==> src/rtl/acq_readout_if.sv <==
`default_nettype none
// +----------------------------------------------------------------------------+
// | Module      : acq_readout_if                                               |
// | Description : Control, acquisition-port and DSP-stream signals of the      |
// |               acq_readout sequencer. master = sequencer, slave = peers.    |
// | Revision    : 1.0 - initial release                                        |
// +----------------------------------------------------------------------------+
interface acq_readout_if #(
    parameter int LEN_W = 12
);
    logic             rd_start;
    logic [LEN_W-1:0] rd_len;
    logic             ram_rdaddr_rst;
    logic             ram_rd_en;
    logic             xrd;
    logic [15:0]      dataout;
    logic [15:0]      dsp_data;
    logic             dsp_valid;
    logic             dsp_ready;
    logic             busy;
    logic             done;
    logic [LEN_W-1:0] words_sent;
    logic [15:0]      checksum;

    modport master (
        input  rd_start, rd_len, dataout, dsp_ready,
        output ram_rdaddr_rst, ram_rd_en, xrd, dsp_data, dsp_valid,
               busy, done, words_sent, checksum
    );

    modport slave (
        output rd_start, rd_len, dataout, dsp_ready,
        input  ram_rdaddr_rst, ram_rd_en, xrd, dsp_data, dsp_valid,
               busy, done, words_sent, checksum
    );
endinterface
`default_nettype wire

==> src/rtl/acq_readout.sv <==
`default_nettype none
// +----------------------------------------------------------------------------+
// | Module      : acq_readout                                                  |
// | Description : Reads a requested number of words from the acquisition port  |
// |               (xrd strobe, 3 cycles/word), buffers them in a FIFO and      |
// |               streams them out with word count and 16-bit checksum.        |
// |               Optional macro ACQ_RD_CHECKSUM_EN adds a checksum trailer.   |
// | Revision    : 1.0 - initial release                                        |
// +----------------------------------------------------------------------------+
module acq_readout #(
    parameter int FIFO_DEPTH = 16,
    parameter int LEN_W      = 12
) (
    input  wire logic     clk_sys,
    input  wire logic     rd_reset,
    acq_readout_if.master bus
);

    localparam int                AW       = $clog2(FIFO_DEPTH);
    localparam logic [AW-1:0]     PTR_ONE  = AW'(1);
    localparam logic [AW:0]       CNT_ONE  = (AW+1)'(1);
    localparam logic [AW:0]       CNT_FULL = (AW+1)'(FIFO_DEPTH);
    localparam logic [LEN_W-1:0]  LEN_ONE  = LEN_W'(1);

    typedef enum logic [2:0] {
        S_IDLE   = 3'd0,
        S_ARST   = 3'd1,
        S_SETUP  = 3'd2,
        S_RD_LO1 = 3'd3,
        S_RD_LO2 = 3'd4,
        S_RD_HI  = 3'd5,
        S_DRAIN  = 3'd6,
        S_DONE   = 3'd7
    } state_t;

    state_t           state_q, state_d;
    logic [LEN_W-1:0] left_q, left_d;
    logic [LEN_W-1:0] words_q;
    logic             rdaddr_rst_q;
    logic             rd_en_q;
    logic             xrd_q;
    logic             busy_q;
    logic             done_q;

    logic [15:0]      mem_q [FIFO_DEPTH];
    logic [AW-1:0]    wr_ptr_q;
    logic [AW-1:0]    rd_ptr_q;
    logic [AW:0]      cnt_q;

    logic             accept;
    logic             push;
    logic             pop;
    logic             fifo_nonempty;
    logic             space;
    logic             trailer_vld;
    logic             drain_exit;

    assign accept        = (state_q == S_IDLE) && bus.rd_start;
    assign push          = (state_q == S_RD_LO2);
    assign fifo_nonempty = (cnt_q != '0);
    assign pop           = fifo_nonempty && bus.dsp_ready;
    // Only one word can be in flight, so occupancy below depth guarantees room.
    assign space         = (cnt_q < CNT_FULL);

`ifdef ACQ_RD_CHECKSUM_EN
    logic [15:0] sum_q;

    always_ff @(posedge clk_sys) begin
        if (rd_reset) begin
            sum_q <= '0;
        end else if (accept) begin
            sum_q <= '0;
        end else if (pop) begin
            sum_q <= sum_q + mem_q[rd_ptr_q];
        end
    end

    // Trailer is presented once all data words have left the FIFO.
    assign trailer_vld  = (state_q == S_DRAIN) && !fifo_nonempty;
    assign drain_exit   = trailer_vld && bus.dsp_ready;
    assign bus.checksum = sum_q;
    assign bus.dsp_data = fifo_nonempty ? mem_q[rd_ptr_q]
                                        : (trailer_vld ? sum_q : 16'h0000);
`else
    assign trailer_vld  = 1'b0;
    assign drain_exit   = !fifo_nonempty || ((cnt_q == CNT_ONE) && pop);
    assign bus.checksum = 16'h0000;
    assign bus.dsp_data = fifo_nonempty ? mem_q[rd_ptr_q] : 16'h0000;
`endif

    assign bus.dsp_valid      = fifo_nonempty || trailer_vld;
    assign bus.ram_rdaddr_rst = rdaddr_rst_q;
    assign bus.ram_rd_en      = rd_en_q;
    assign bus.xrd            = xrd_q;
    assign bus.busy           = busy_q;
    assign bus.done           = done_q;
    assign bus.words_sent     = words_q;

    always_comb begin
        state_d = state_q;
        left_d  = left_q;
        case (state_q)
            S_IDLE: begin
                if (bus.rd_start) begin
                    left_d  = bus.rd_len;
                    state_d = S_ARST;
                end
            end
            S_ARST:   state_d = (left_q == '0) ? S_DRAIN : S_SETUP;
            S_SETUP:  if (space) state_d = S_RD_LO1;
            S_RD_LO1: state_d = S_RD_LO2;
            S_RD_LO2: begin
                left_d  = left_q - LEN_ONE;
                state_d = S_RD_HI;
            end
            S_RD_HI: begin
                if (left_q == '0) begin
                    state_d = S_DRAIN;
                end else if (space) begin
                    state_d = S_RD_LO1;
                end
            end
            S_DRAIN:  if (drain_exit) state_d = S_DONE;
            S_DONE:   state_d = S_IDLE;
            default:  state_d = S_IDLE;
        endcase
    end

    // Strobes are registered decodes of the next state so they are glitch-free.
    always_ff @(posedge clk_sys) begin
        if (rd_reset) begin
            state_q      <= S_IDLE;
            left_q       <= '0;
            rdaddr_rst_q <= 1'b0;
            rd_en_q      <= 1'b0;
            xrd_q        <= 1'b1;
            busy_q       <= 1'b0;
            done_q       <= 1'b0;
        end else begin
            state_q      <= state_d;
            left_q       <= left_d;
            rdaddr_rst_q <= (state_d == S_ARST);
            rd_en_q      <= (state_d == S_SETUP)  || (state_d == S_RD_LO1) ||
                            (state_d == S_RD_LO2) || (state_d == S_RD_HI);
            xrd_q        <= !((state_d == S_RD_LO1) || (state_d == S_RD_LO2));
            busy_q       <= (state_d != S_IDLE);
            done_q       <= (state_d == S_DONE);
        end
    end

    always_ff @(posedge clk_sys) begin
        if (rd_reset) begin
            words_q <= '0;
        end else if (accept) begin
            words_q <= '0;
        end else if (pop) begin
            words_q <= words_q + LEN_ONE;
        end
    end

    always_ff @(posedge clk_sys) begin
        if (push) begin
            mem_q[wr_ptr_q] <= bus.dataout;
        end
    end

    always_ff @(posedge clk_sys) begin
        if (rd_reset) begin
            wr_ptr_q <= '0;
            rd_ptr_q <= '0;
            cnt_q    <= '0;
        end else begin
            if (push) begin
                wr_ptr_q <= wr_ptr_q + PTR_ONE;
            end
            if (pop) begin
                rd_ptr_q <= rd_ptr_q + PTR_ONE;
            end
            case ({push, pop})
                2'b10:   cnt_q <= cnt_q + CNT_ONE;
                2'b01:   cnt_q <= cnt_q - CNT_ONE;
                default: cnt_q <= cnt_q;
            endcase
        end
    end

endmodule
`default_nettype wire
==> src/flat_wrapper.sv <==
// flat-port wrapper written by rule: the top's interface ports become plain ports
module acq_readout_flat 
#(
    parameter int FIFO_DEPTH = 16,
    parameter int LEN_W      = 12
)
  (clk_sys, rd_reset, bus_rd_start, bus_rd_len, bus_dataout, bus_dsp_ready, bus_ram_rdaddr_rst, bus_ram_rd_en, bus_xrd, bus_dsp_data, bus_dsp_valid, bus_busy, bus_done, bus_words_sent, bus_checksum);
  acq_readout_if #(.LEN_W(LEN_W)) bus_i ();
  input  wire logic clk_sys;
  input  wire logic rd_reset;
  input wire logic [$bits(bus_i.rd_start)-1:0] bus_rd_start;
  input wire logic [$bits(bus_i.rd_len)-1:0] bus_rd_len;
  input wire logic [$bits(bus_i.dataout)-1:0] bus_dataout;
  input wire logic [$bits(bus_i.dsp_ready)-1:0] bus_dsp_ready;
  output wire logic [$bits(bus_i.ram_rdaddr_rst)-1:0] bus_ram_rdaddr_rst;
  output wire logic [$bits(bus_i.ram_rd_en)-1:0] bus_ram_rd_en;
  output wire logic [$bits(bus_i.xrd)-1:0] bus_xrd;
  output wire logic [$bits(bus_i.dsp_data)-1:0] bus_dsp_data;
  output wire logic [$bits(bus_i.dsp_valid)-1:0] bus_dsp_valid;
  output wire logic [$bits(bus_i.busy)-1:0] bus_busy;
  output wire logic [$bits(bus_i.done)-1:0] bus_done;
  output wire logic [$bits(bus_i.words_sent)-1:0] bus_words_sent;
  output wire logic [$bits(bus_i.checksum)-1:0] bus_checksum;
  assign bus_i.rd_start = bus_rd_start;
  assign bus_i.rd_len = bus_rd_len;
  assign bus_i.dataout = bus_dataout;
  assign bus_i.dsp_ready = bus_dsp_ready;
  assign bus_ram_rdaddr_rst = bus_i.ram_rdaddr_rst;
  assign bus_ram_rd_en = bus_i.ram_rd_en;
  assign bus_xrd = bus_i.xrd;
  assign bus_dsp_data = bus_i.dsp_data;
  assign bus_dsp_valid = bus_i.dsp_valid;
  assign bus_busy = bus_i.busy;
  assign bus_done = bus_i.done;
  assign bus_words_sent = bus_i.words_sent;
  assign bus_checksum = bus_i.checksum;
  acq_readout #(.FIFO_DEPTH(FIFO_DEPTH), .LEN_W(LEN_W)) u_core (.clk_sys(clk_sys), .rd_reset(rd_reset), .bus(bus_i));
endmodule
==> config.mk <==
export PLATFORM = sky130hd
export DESIGN_NAME = acq_readout_flat
export DESIGN_NICKNAME = d
export VERILOG_FILES = /design/src/rtl/acq_readout_if.sv /design/src/rtl/acq_readout.sv /design/src/flat_wrapper.sv
export SDC_FILE = /design/constraint.sdc
export NUM_CORES = 1
export LEC_CHECK = 0
export CELL_PAD_IN_SITES_DETAIL_PLACEMENT = 0
export CELL_PAD_IN_SITES_GLOBAL_PLACEMENT = 1
export CORE_ASPECT_RATIO = 0.7
export CORE_MARGIN = 2
export CORE_UTILIZATION = 45
export DETAILED_ROUTE_END_ITERATION = 8
export GPL_ROUTABILITY_DRIVEN = 0
export GPL_TIMING_DRIVEN = 1
export PLACE_DENSITY_LB_ADDON = 0.25
export SLEW_MARGIN = 15
export SYNTH_ARGS = -nofsm -noshare
export SYNTH_HDL_FRONTEND = slang
export SYNTH_SLANG_ARGS = --single-unit
==> constraint.sdc <==
create_clock -name clk_sys -period 3.5 [get_ports clk_sys]
set_input_delay 0.7 -clock clk_sys [delete_from_list [all_inputs] [get_ports clk_sys]]
set_output_delay 0.7 -clock clk_sys [all_outputs]
set_load 0.05 [all_outputs]
==> out/results.ini, run 1 <==
[floorplanning]
die_h_um = 142
die_x_um = 201
ios = 82
rows = 50
core_region_area_um2 = 26700
initial_core_util_pct = 45.7
die-area_um2 = 28400

[power]
leakagePower_nw = 4.55
powerDensity_nw_per_um2 = 666
ir_worst_vdd_mv = 0.386

[synth]
synth.area.top_cells = edfxtp_1 63%, mux4_2 12%, dfxtp_1 8.1%
syn_area_per_cell_um2 = 17.4
synthMuxAreaShare_pct = 14.7
async_reset_ff_share_pct = 0
yosysTopAreaCellShare_pct = 63.1
ys_warn_count = 0
synthAdderAreaFrac_pct = 1.23
yosys.area_share.simple_pct = 5.37
ys_types = 45
synth-main-ff-cell = edfxtp_1
synth-xor-area-share_pct = 1.22
synth_seq_cells = 305
syn_area_um2 = 12200
synth_compound_area_share_pct = 3.78
syn-instance-count = 700
yosys.area.top_type = edfxtp_1
synth_top_family_by_area = multiplexers
yosys-top-cells-count = 256 x edfxtp_1, 64 x mux4_2, 49 x dfxtp_1
synth-edff-count = 256
synth.most_common_cell = edfxtp_1
ys_seq_area_share_pct = 71.1

[clock_network]
hold_buffers = 0
cts_tree = yes
clockRootBuffer = clkbuf_16
h-tree-depth = 1
cts_setup_buffers = 0
cts_sinks = 305
clk_path_buf_depth = 3
clkTransAtPathRegs_ps = 60
clk_latency_ps = 540
cts-buffers-inserted = 30

[timing]
drv_slew = 0
relSlewSlack_pct = 59.3
max_freq_ghz = 0.300
period_share_pct = 95.2
whs_ps = 468
final-setup-viol-count = 0
clock_skew_ps = 7.66
worst_pin_slew_ps = 608
tns_ps = 0
rsz0062_at_grt = false
finalHoldViolations = 0
min_period_ps = 3330

[layout]
finalInstanceArea_um2 = 14400
area_growth_pct = 18.0
multi_input_area_um2 = 3300
seq_area_um2 = 8670
final_nets = 831
drive_gt1_share_pct = 20.1
fill_cells = 2123
n_antenna_cell = 0
final_core_util_pct = 53.9

[worst_setup_path]
startpoint_type = register
crit_fanout = 16
end_kind = output port
path_class = reg -> out
worst-endpoint-arrival_ps = 2630
cp_cell_sequence = inv_1 -> ha_1 -> or4b_1 -> nand2b_4 -> o22ai_1 -> buf_4
cp.required_ps = 2800
critPathSlowestCell = or4b_1
max_stage_delay_ps = 630

[route]
drc = 0
vias = 6398
postRouteWirelength_mm = 26.0
first_pass_iters = 5
routedWlPerCell_um = 22.1
final_antenna_net_count = 0
routed_via_density = 5.45
drt_iter0_markers = 715

[job]
cap_violations = 0

[grt]
grt_usage_pct = 18.5
grt_pass1_vias = 6564
grt_overflow_total = 0
grt_pass1_wl_mm = 39.3
antenna_found_initial = 0
grt_max_degree = 29

[run_status]
status = finished clean

[place]
postPlaceCellArea_um2 = 13300
io_buffers = 65
dp_hpwl_mm = 15.9

[hold_path]
min_path_type = reg -> reg

## placed cells by master, fill, tap and decap left out, types with 6 or more instances in the layout
cell / netlist / layout
nand2_1: 23 / 22
nor2b_1: 6 / 6
ha_1: 12 / 12
conb_1: 1 / 16
bufinv_16: 0 / 6
buf_4: 16 / 40
nor3_1: 14 / 10
o22ai_1: 16 / 16
a21oi_1: 27 / 27
clkdlybuf4s50_1: 0 / 49
nand3_1: 9 / 9
xor2_1: 10 / 10
inv_1: 9 / 9
edfxtp_1: 256 / 256
nand4_1: 8 / 8
mux2i_1: 35 / 35
mux4_2: 64 / 64
xnor2_1: 7 / 7
clkinv_1: 0 / 8
clkbuf_1: 23 / 6
nor2_1: 43 / 43
dfxtp_1: 49 / 46
o21ai_0: 7 / 7
clkbuf_16: 0 / 31
## registers in the layout, summed over array words and instances, names as in the netlist, named ones only
name                       flops
u_core.bus.done                1
u_core.bus.ram_rdaddr_rst      1
u_core.left_q                 12
u_core.bus.ram_rd_en           1
u_core.bus.words_sent         12
u_core.state_q                 3
u_core.bus.busy                1
u_core.mem_q                 256
u_core.bus.xrd                 1
u_core.rd_ptr_q                4
u_core.wr_ptr_q                4
u_core.cnt_q                   5
## power breakdown
| group | internal (W) | switching [W] |
|---|---|---|
| Sequential | 0.00401 | 0.000126 |
| Clock | 0.00206 | 0.00131 |
| Combinational | 0.000847 | 0.00122 |
| Total | 0.00691 | 0.00265 |
## what timing repair did
item	CTS	global route
hold endpoints to repair	0	0
resized for setup	4	1
endpoints found under the setup margin	16	1
## layout make-up
type / count / area share, %
sequential: 305 / 60.4
tap: 364 / 3.17
clock inverter: 19 / 1.72
timing repair buffer: 93 / 6.00
multi-input combinational: 348 / 23.0
inverter: 9 / 0.235
clock buffer: 37 / 5.55
## metrics by stage
step                power (W)  std cells  setup slack [ps]
floorplan             0.00568        715               367
detailed placement    0.00629       1119               190
global placement      0.00625       1119               236
CTS                   0.00966       1175              83.9
global route          0.00995       1175              28.2
finish                0.00957       1175               169
## routing by layer
layer | vias to the layer above | routed length [um] | GRT usage (%)
met4 | 0 | 418 | 4.33
met3 | 35 | 1200 | 3.03
met5 | - | 0 | 0
met2 | 150 | 12400 | 30.1
met1 | 3300 | 12000 | 26.6
li1 | 2913 | - | -
## worst max-delay path, delay by kind of cell (launching register included)
family / cells / cell delay (ps)
buffers and inverters: 2 / 380
DFF: 1 / 340
AOI/OAI and AO/OA: 1 / 210
adders and majority gates: 1 / 180
and+or+nand+nor: 2 / 960
## final timing paths
path / from / to / slack, ps / depth (start not counted)
max: u_core.cnt_q[1]$_SDFFE_PP0P_ / bus_dsp_data[4] / 170 / 6
min: u_core.left_q[8]$_SDFFE_PP0P_ / u_core.left_q[8]$_SDFFE_PP0P_ / 470 / 1
max reg2reg: u_core.cnt_q[1]$_SDFFE_PP0P_ / u_core.cnt_q[4]$_SDFFE_PP0P_ / 900 / 10
min reg2reg: u_core.left_q[8]$_SDFFE_PP0P_ / u_core.left_q[8]$_SDFFE_PP0P_ / 470 / 1
## logic make-up after synthesis
| kind of cell | count (synthesis) |
|---|---|
| AOI/OAI and AO/OA | 74 |
| muxes | 99 |
| other | 1 |
| and+or+nand+nor | 130 |
| xor gates and xnor gates | 17 |
| DFF | 305 |
| buffers and inverters | 62 |
| adders and majority gates | 12 |
No activity file was read; power rests on OpenSTA's default activity.
==> inputs of run 2 (changes only) <==
Settings changed: SLEW_MARGIN 15 to 20.
==> results of run 2 <==
Final layout, timing and power as in run 1 (identical DEF).
==> inputs of run 3 (changes only) <==
Settings changed: CTS_BUF_LIST set to sky130_fd_sc_hd__clkbuf_16, SLEW_MARGIN 20 to unset.
==> run 3 against run 2 <==
Compared with the run above: clock skew about the same; power decreased by 0.16%; design area unchanged.
==> out/results.ini, run 3 (synthesis gave the netlist of run 1 again) <==
[route]
drt_iter0_markers = 705  ; -1.4%
final_antenna_net_count = 0  ; unchanged
drc = 0  ; unchanged
routed_via_density = 5.47  ; +0.47%
vias = 6428  ; +0.47%
first_pass_iters = 5  ; unchanged
routedWlPerCell_um = 22.1  ; about the same
postRouteWirelength_mm = 25.9  ; about the same

[hold_path]
holdCritStartpoint = u_core.left_q[8]$_SDFFE_PP0P_
min_path_type = reg -> reg
holdPathStages = 1  ; unchanged

[timing]
max_freq_ghz = 0.300  ; -0.16%
rsz0062_at_grt = false
worst_pin_slew_ps = 627  ; +18.7 ps
tns_ps = 0  ; unchanged
clock_skew_ps = 7.26  ; -0.396 ps
finalHoldViolations = 0  ; unchanged
final-setup-viol-count = 0  ; unchanged
min_period_ps = 3340  ; +5.42 ps
period_share_pct = 95.3  ; +0.15 points
whs_ps = 468  ; -0.147 ps
drv_slew = 0  ; unchanged
relSlewSlack_pct = 58.1  ; -1.2 points

[grt]
grt_pass1_wl_mm = 39.3  ; unchanged
grt_pass1_vias = 6564  ; unchanged
grt_max_degree = 29  ; unchanged
grt_usage_pct = 18.5  ; unchanged
antenna_found_initial = 0  ; unchanged
grt_overflow_total = 0  ; unchanged

[place]
io_buffers = 65  ; unchanged
postPlaceCellArea_um2 = 13300  ; unchanged
dp_hpwl_mm = 15.9  ; unchanged

[clock_network]
clk_latency_ps = 540  ; about the same
cts_setup_buffers = 0  ; unchanged
clk_path_buf_depth = 3  ; unchanged
cts_sinks = 305  ; unchanged
clockRootBuffer = clkbuf_16
cts_tree = yes
cts-buffers-inserted = 30  ; unchanged
clkTransAtPathRegs_ps = 60  ; about the same
h-tree-depth = 1  ; unchanged

[worst_setup_path]
cp.required_ps = 2800  ; about the same
startpoint_type = register
crit_fanout = 28  ; +12
end_kind = output port
cp_cell_sequence = buf_12 -> mux4_2 -> mux2i_1 -> o22ai_1 -> buf_4
max_stage_delay_ps = 700  ; +70 ps
reg2reg_depth = 10  ; unchanged
cp_num_cells = 5  ; -1
r2r-start = u_core.cnt_q[1]$_SDFFE_PP0P_
worst-endpoint-arrival_ps = 2640  ; about the same
critPathBufInv = 2  ; unchanged
critPathSlowestCell = dfxtp_2
crit_family = flip-flops
path_class = reg -> out

[power]
leakagePower_nw = 4.58  ; +0.55%
ir_worst_vdd_mv = 0.386  ; about the same
powerDensity_nw_per_um2 = 665  ; -0.16%

[layout]
final_core_util_pct = 53.9  ; unchanged
final_common_cell = edfxtp_1
top_register = u_core.mem_q
finalInstanceArea_um2 = 14400  ; unchanged
drive_gt1_share_pct = 20.1  ; unchanged
area_growth_pct = 18.0  ; unchanged
final_nets = 831  ; unchanged
largest_register_ffs = 256  ; unchanged
n_antenna_cell = 0  ; unchanged
final_cell_mix = 256 x edfxtp_1, 64 x mux4_2, 49 x clkdlybuf4s50_1, 46 x dfxtp_1, 43 x nor2_1

[floorplanning]
rows = 50  ; unchanged
ios = 82  ; unchanged
core_region_area_um2 = 26700  ; unchanged
die-area_um2 = 28400  ; unchanged
die_h_um = 142  ; unchanged
die_x_um = 201  ; unchanged
initial_core_util_pct = 45.7  ; unchanged

[run_status]
status = finished clean

[job]
cap_violations = 0  ; unchanged

==> run 3: cell types whose count changed in the layout (fill, tap and decap cells not counted) <==
cell	before	now
clkbuf_1	6	0
inv_1	9	15
==> run 3: where the power goes <==
group / internal (W) / switching (W) / leakage [nW]
sequential: 0.00401 / 0.000126 / 2.70
combinational: 0.000847 / 0.00122 / 1.35
clock: 0.00204 / 0.00131 / 0.524
total: 0.00690 / 0.00266 / 4.58
==> run 3: final cells by class <==
| type | instances | area, um^2 |
|---|---|---|
| Fill cell | 2123 | 12300 |
| Inverter | 9 | 33.8 |
| Clock inverter | 25 | 270 |
| Multi-Input combinational cell | 348 | 3300 |
| Sequential cell | 305 | 8670 |
| Clock buffer | 31 | 776 |
| Tap cell | 364 | 455 |
| Timing Repair Buffer | 93 | 862 |
==> run 3: final timing paths <==
check / slack (ps) / end
worst min register to register: 470 / u_core.left_q[8]$_SDFFE_PP0P_
worst min-delay path: 470 / u_core.left_q[8]$_SDFFE_PP0P_
worst max register to register: 900 / u_core.cnt_q[4]$_SDFFE_PP0P_
worst max-delay path: 160 / bus_dsp_data[5]
==> run 3: layer usage <==
metal / share of wire (%) / GRT usage (%) / vias up
li1: - / - / 2917
met1: 46 / 26.6 / 3321
met2: 48 / 30.1 / 157
met3: 5.0 / 3.03 / 33
met4: 1.5 / 4.33 / 0
met5: 0 / 0 / -
==> run 3: timing repair <==
item / 4_1_cts / 5_1_grt
hold buffers: 0 / 0
gates resized for setup: 4 / 1
setup endpoints to repair: 16 / 1
==> run 3: stage by stage <==
step,setup WS [ps],power (W),std cells
after detailed placement,190,0.00629,1119
after global placement,236,0.00625,1119
after global routing,28.2,0.00993,1175
after CTS,83.9,0.00965,1175
final,164,0.00955,1175
after floorplan,367,0.00568,715
